`src/rtl/cam_pkg.sv`:
```
// Shared constants, state encoding and helpers for the CAM match-vector reader.
package cam_pkg;

   localparam int CAM_DEPTH = 16;
   localparam int CAM_IDXW  = $clog2(CAM_DEPTH);
   localparam int CAM_CNTW  = $clog2(CAM_DEPTH + 1);

   // Widest match vector the popcount helper handles; narrower vectors are zero-extended.
   localparam int CAM_MAX_DEPTH = 256;

   typedef enum logic {
      IDLE = 1'b0,
      SCAN = 1'b1
   } cam_state_e;

   function automatic int popcount(input logic [CAM_MAX_DEPTH-1:0] vec);
      int cnt;
      cnt = 0;
      for (int i = 0; i < CAM_MAX_DEPTH; i++) begin
         cnt += int'(vec[i]);
      end
      return cnt;
   endfunction

endpackage

```
`src/rtl/cam_prio_enc.sv`:
```
// Combinational priority encoder: index of the lowest or highest set bit,
// plus any-bit-set and exactly-one-bit-set flags.
module cam_prio_enc #(
   parameter  int DEPTH     = 16,
   parameter  int LOW_FIRST = 1,
   localparam int IDXW      = $clog2(DEPTH)
) (
   input  logic [DEPTH-1:0] vec,
   output logic [IDXW-1:0]  index,
   output logic             found,
   output logic             single
);

   generate
      if (LOW_FIRST != 0) begin : g_low
         // Walk downwards so the lowest set bit is the last assignment.
         always_comb begin
            index = '0;
            for (int i = DEPTH - 1; i >= 0; i--) begin
               if (vec[i]) index = IDXW'(i);
            end
         end
      end else begin : g_high
         always_comb begin
            index = '0;
            for (int i = 0; i < DEPTH; i++) begin
               if (vec[i]) index = IDXW'(i);
            end
         end
      end
   endgenerate

   assign found  = |vec;
   assign single = found && ((vec & (vec - DEPTH'(1))) == '0);

endmodule

```
`src/rtl/cam_match_reader.sv`:
```
// Accepts one CAM match vector per search and emits the index of every set bit,
// one per valid/ready handshake, with miss, hit-count and last-index reporting.
module cam_match_reader
   import cam_pkg::*;
#(
   parameter  int DEPTH     = CAM_DEPTH,
   parameter  int LOW_FIRST = 1,
   localparam int IDXW      = $clog2(DEPTH),
   localparam int CNTW      = $clog2(DEPTH + 1)
) (
   input  logic             clk,
   input  logic             rst,
   input  logic [DEPTH-1:0] match_in,
   input  logic             match_valid,
   output logic             match_ready,
   input  logic             abort,
   output logic [IDXW-1:0]  idx_out,
   output logic             idx_valid,
   input  logic             idx_ready,
   output logic             idx_last,
   output logic [CNTW-1:0]  hit_count,
   output logic             miss,
   output logic             busy
);

   localparam logic [0:0] ST_IDLE = IDLE;
   localparam logic [0:0] ST_SCAN = SCAN;

   logic [0:0]       state_reg;
   logic [DEPTH-1:0] pending_reg;
   logic [DEPTH-1:0] pending_next;
   logic             found;
   logic             single;
   logic             handshake;

   // idx_out depends only on the registered pending mask, never on match_in.
   cam_prio_enc #(
      .DEPTH     (DEPTH),
      .LOW_FIRST (LOW_FIRST)
   ) u_enc (
      .vec    (pending_reg),
      .index  (idx_out),
      .found  (found),
      .single (single)
   );

   assign busy         = (state_reg == ST_SCAN);
   assign match_ready  = (state_reg == ST_IDLE);
   assign idx_valid    = busy && found;
   assign idx_last     = idx_valid && single;
   assign handshake    = idx_valid && idx_ready;
   assign pending_next = pending_reg & ~(DEPTH'(1) << idx_out);

   always_ff @(posedge clk or posedge rst) begin
      if (rst) begin
         state_reg   <= ST_IDLE;
         pending_reg <= '0;
         hit_count   <= '0;
         miss        <= 1'b0;
      end else begin
         miss <= 1'b0;
         case (state_reg)
            ST_IDLE: begin
               if (match_valid) begin
                  pending_reg <= match_in;
                  hit_count   <= CNTW'(popcount(CAM_MAX_DEPTH'(match_in)));
                  if (match_in != '0) state_reg <= ST_SCAN;
                  else                miss      <= 1'b1;
               end
            end
            default: begin
               // Abort wins over a same-cycle handshake: nothing further is emitted.
               if (abort) begin
                  pending_reg <= '0;
                  state_reg   <= ST_IDLE;
               end else if (handshake) begin
                  pending_reg <= pending_next;
                  if (single) state_reg <= ST_IDLE;
               end
            end
         endcase
      end
   end

endmodule

```
`config.mk`:
```
export PLATFORM = sky130hd
export DESIGN_NAME = cam_match_reader
export DESIGN_NICKNAME = d
export VERILOG_FILES = /design/src/rtl/cam_pkg.sv /design/src/rtl/cam_prio_enc.sv /design/src/rtl/cam_match_reader.sv
export SDC_FILE = /design/constraint.sdc
export NUM_CORES = 1
export LEC_CHECK = 0
export ABC_AREA = 1
export BUFFER_PORTS_ARGS = -buffer_cell sky130_fd_sc_hd__buf_2
export CAP_MARGIN = 30
export CORE_MARGIN = 3
export CORE_UTILIZATION = 60
export DETAILED_ROUTE_END_ITERATION = 12
export PLACE_DENSITY = 0.85
export SYNTH_ARGS = -nofsm -noshare
export SYNTH_HDL_FRONTEND = slang
export SYNTH_SLANG_ARGS = --single-unit
```
`constraint.sdc`:
```
create_clock -name clk -period 4.42 [get_ports clk]
set_input_delay 0.884 -clock clk [delete_from_list [all_inputs] [get_ports clk]]
set_output_delay 0.884 -clock clk [all_outputs]
set_load 0.02 [all_outputs]
```
---- Word level (Yosys, flattened, before mapping) ----
Index checks and enable logic that the tools add are counted.
word-level totals
  register bits after elaboration ......... 23
  input bits .............................. 21
  output and inout bits ................... 14
operators by class
  add/subtract/negate cells ............... 16
  equal/unequal tests ..................... 1
  shift-type cells ........................ 1
  multiplexer cells ....................... 29
  bitwise gates (word level) .............. 4
  reduce and logical (&&, ||, !) cells .... 10
operator list
  kind                   number
  $mux 16                4
  $mux 4                 16
  $add 5x1->5            11
  $and 16x16->16         2
  $logic_not 16->1       1
  $not 16->16            1
  $reduce_bool 16->1     1
  $reduce_or 16->1       1
  $shl 1x4->16 const A   1
  $sub 16x1->16 const B  1
  $mux 1                 9
  $add 4x1->5            1
  $add 3x1->4            1
  $logic_and 1x1->1      4
  $reduce_and 2->1       2
  $add 2x1->3            1
  $ne 3x2->1 const B     1
  $add 1x1->2            1
  $reduce_bool 2->1      1
  $not 1->1              1

---- Logic depth before layout (Yosys ltp) ----
  depth after elaboration ................. 22
  mapped depth ............................ 14
  mapped depth without buffers ............ 14

---- Cells and area by module ----
A second synthesis with hierarchy kept.
second synthesis, totals
  cell total of the unflattened synthesis .. 296
  area, all modules ....................... 2031.9 um^2
by module, submodules not included
  module            times used  cells each  area each (um^2)  sequential area each (um^2)
  cam_match_reader  1           225         1687.9            575.6
  cam_prio_enc      1           71          344.1             0.0

---- Worst setup path before layout ----
No wires, ideal clock.
  path type ............................... in2reg
  start point ............................. input match_in[0]
  end point ............................... register hit_count[2]
  setup time .............................. 121 ps
  arrival time ............................ 3803 ps
  data required time ...................... 4299 ps
  setup slack ............................. 496 ps
  cell stages on the path ................. 12
  path buffers ............................ 0
  cell sequence ........................... fa_1 -> inv_1 -> fa_1 -> fa_1 -> fa_1 -> inv_1 -> ha_1 -> inv_1 -> fa_1 -> nor2_1 -> nor2_1 -> a22o_1
between the ends
  cells in the longest elaborated chain, start to end .. 15
RTL lines
  element                     line                    RTL
  start: declaration          cam_match_reader.sv:13  input logic [DEPTH-1:0] match_in,
  $add 1x1->2                 cam_pkg.sv:20           cnt += int'(vec[i]);
  $add 2x1->3                 cam_pkg.sv:20
  $add 3x1->4                 cam_pkg.sv:20
  $add 4x1->5                 cam_pkg.sv:20
  $add 5x1->5 (11 in series)  cam_pkg.sv:20
  end signal: assignment      cam_match_reader.sv:66  hit_count <= CNTW'(popcount(CAM_MAX_DEPTH'(match_in)));
  end: declaration            cam_match_reader.sv:21  output logic [CNTW-1:0] hit_count,
Every way passes these cells.
A chain may end at the register's enable or synchronous reset.

---- Worst setup path in the final report ----
Ends and elaborated chain as after synthesis.

==> impl_metrics.toml <==
[outcome]
status = "completed"

[grt]
grt_pass1_vias = 1839
grt_pass1_wl_um = 8438
antenna_found_initial = 0
track_usage = 0.2605
grt_max_degree = 33
overflow = 0

[job]
drv_cap = 0

[floorplan]
fp.dieH_um = 63.98
die_area_mm2 = 0.004093
fp.dieW_um = 63.98
num_rows = 20
start_util = 0.6448
coreArea_mm2 = 0.003128
pin_count = 35

[sta]
fin_crit_sh = 0.8573
setup_ws_ns = 0.6308
worstMarginPinSlew_ns = 0.8733
skew_ns = 0.006849
timing.hold.ws_ns = 0.5135
final.setup.tns_ns = 0
relSlewSlack = 0.4172
rsz0062_at_grt = "no"
min_period_ns = 3.789
setup_viol = 0
slew_violations = 0
fmax_mhz = 263.9
hold_viol = 0

[drt]
finalWirelength_um = 4812
drc = 0
vias_per_cell = 5.512
drt_first_pass_iters = 5
drt_iter0_markers = 157
vias = 2012
drtAntennaViolNets = 0
wl_per_cell_um = 13.18

[pwr]
peakVddDrop_mv = 0.3128
powerDensity_mw_per_mm2 = 455.8
pwr-share-seq = 0.344
clkPwrFrac = 0.100
p_int_uw = 508.5
p_switching_uw = 507.3
switching_share = 0.4994
power_frac_comb = 0.556
p_leak_uw = 0.001186

[synth]
synth_area_leaders = "dfrtp_1 (29%), nand2_1 (11%), fa_1 (9.9%)"
synth_fp_nets = 327
synth_edf_count = 0
syn_area_mm2 = 0.002017
synth_area_leader_cell = "dfrtp_1"
synth-seq-cells = 23
synth_ff_type = "dfrtp_1"
synthCells = 290
synth_warnings = 0
async_flop_share = 1.000
yosysUniqueCellTypes = 25
synth_top_area_share = 0.2854
seq_area_frac_synth = 0.2854
syn_area_per_cell_um2 = 6.955

[finish]
fillers = 284
largest_reg_flops = 16
final_area_mm2 = 0.002228
nets = 359
layout_common_cells = "nand2_1 (57), inv_1 (50), nor2_1 (40), buf_2 (34), dfrtp_1 (23)"
antennaDiodeCount = 0
area_delta_synth_final_pct = 10.48
final_common_cell = "nand2_1"
drive_above_1_share = 0.1776
finalNonFillerCells = 365

[cts]
holdBufCountCts = 0
cts_sinks = 23
post_cts_resized = 0
clk_root_buffer_cell = "clkbuf_4"
cts_buffers = 3
clk_pin_slew_ns = 0.13
cts_tree = "yes"
clock_latency_ns = 0.32
cts.path.max_buffers = 2
postCtsSetupBuffers = 0
cts_max_level = 1

[place]
dp_cells = 361
gp_congestion = 0.9360
hpwl_um = 3876
port_buffers = 34
placed_cell_area_mm2 = 0.002201
dp_slack_ns = 0.2617

[setup_path]
critical_path_class = "in2reg"
arrival_ns = 4.02
path_common_cell = "fa_1"
crit_path_top_delay_cell = "fa_1"
crit_required_ns = 4.65
max_stage_delay_ns = 0.53
critPathMaxFanout = 3
cp-end-kind = "flop"
critPathLaunchType = "input port"
worstPathCellList = "buf_2 > fa_1 > inv_1 > fa_1 > fa_1 > fa_1 > inv_1 > ha_1 > inv_1 > fa_1 > nor2_1 > nor2_1 > a22o_1"

[min_path]
hp-class = "reg2reg"
-- stage by stage --
step | power (µW) | util
finish | 1016 | 0.7124
global route | 1123 | 0.7124
CTS | 1013 | 0.7124
detailed placement | 911.4 | 0.7036
global placement | 897.8 | 0.7036
floorplan | 771.1 | -
-- path summary, 6_finish.rpt --
kind,startpoint,end,slack [ns],cells after the start
setup / recovery,match_in[0],hit_count[2],0.63,13
setup reg to reg,busy,pending_reg[3],2.05,7
min in group asynchronous,rst,pending_reg[6],0.71,2
hold reg to reg,hit_count[0],hit_count[0],0.51,2
hold / removal,hit_count[0],hit_count[0],0.51,2
max in group asynchronous,rst,pending_reg[10],3.17,2
-- kinds of logic after synthesis --
logic type,synth area share
AOI/OAI and AO/OA,0.1365
buffers and inverters,0.1210
adders and majority gates,0.1365
DFF,0.2854
and+or+nand+nor,0.3207
-- power by group through the flow --
| stage | clock [µW] | combinational (µW) | sequential, µW |
|---|---|---|---|
| after floorplan | 0 | 421 | 350 |
| after global placement | 0 | 549 | 349 |
| after detailed placement | 0 | 563 | 348 |
| after CTS | 102 | 566 | 345 |
| after global routing | 114 | 650 | 359 |
| final | 102 | 565 | 349 |
-- cell usage after synthesis, drive strengths merged, types with 2 or more instances --
cell    count
o21ai      27
dfrtp      23
buf         4
nor2       46
ha          6
fa         10
nor3       11
nor4        6
inv        54
nand2      63
o22ai       2
a31oi       8
nand4       8
nand3       9
a21oi       9
clkbuf      3
-- worst max-delay path: cells and delay by family --
kind / cells / cell delay (ns)
AO/OA/AOI/OAI: 1 / 0.17
adder cells (fa/ha/maj): 6 / 2.46
buffers and inverters: 4 / 0.30
AND/OR/NAND/NOR: 2 / 0.21
-- routing by layer --
metal	part of all wire	vias to the layer above	wire, µm	global-route usage
met1	0.45	923	2151	0.3729
met4	0.014	0	69	0.04852
li1	-	993	-	-
met5	0	-	0	0
met2	0.45	88	2165	0.4206
met3	0.089	8	426	0.04042
-- area by class of cell --
type | instances | area (µm²) | area share
sequential | 23 | 575.6 | 0.2583
multi-input combinational | 206 | 1197 | 0.5373
timing repair buffer | 34 | 170.2 | 0.07636
clock inverter | 1 | 5.005 | 0.002246
clock buffer | 3 | 22.52 | 0.01011
tap | 44 | 55.05 | 0.02471
inverter | 54 | 202.7 | 0.09096
(Power assumes the default switching activity.)
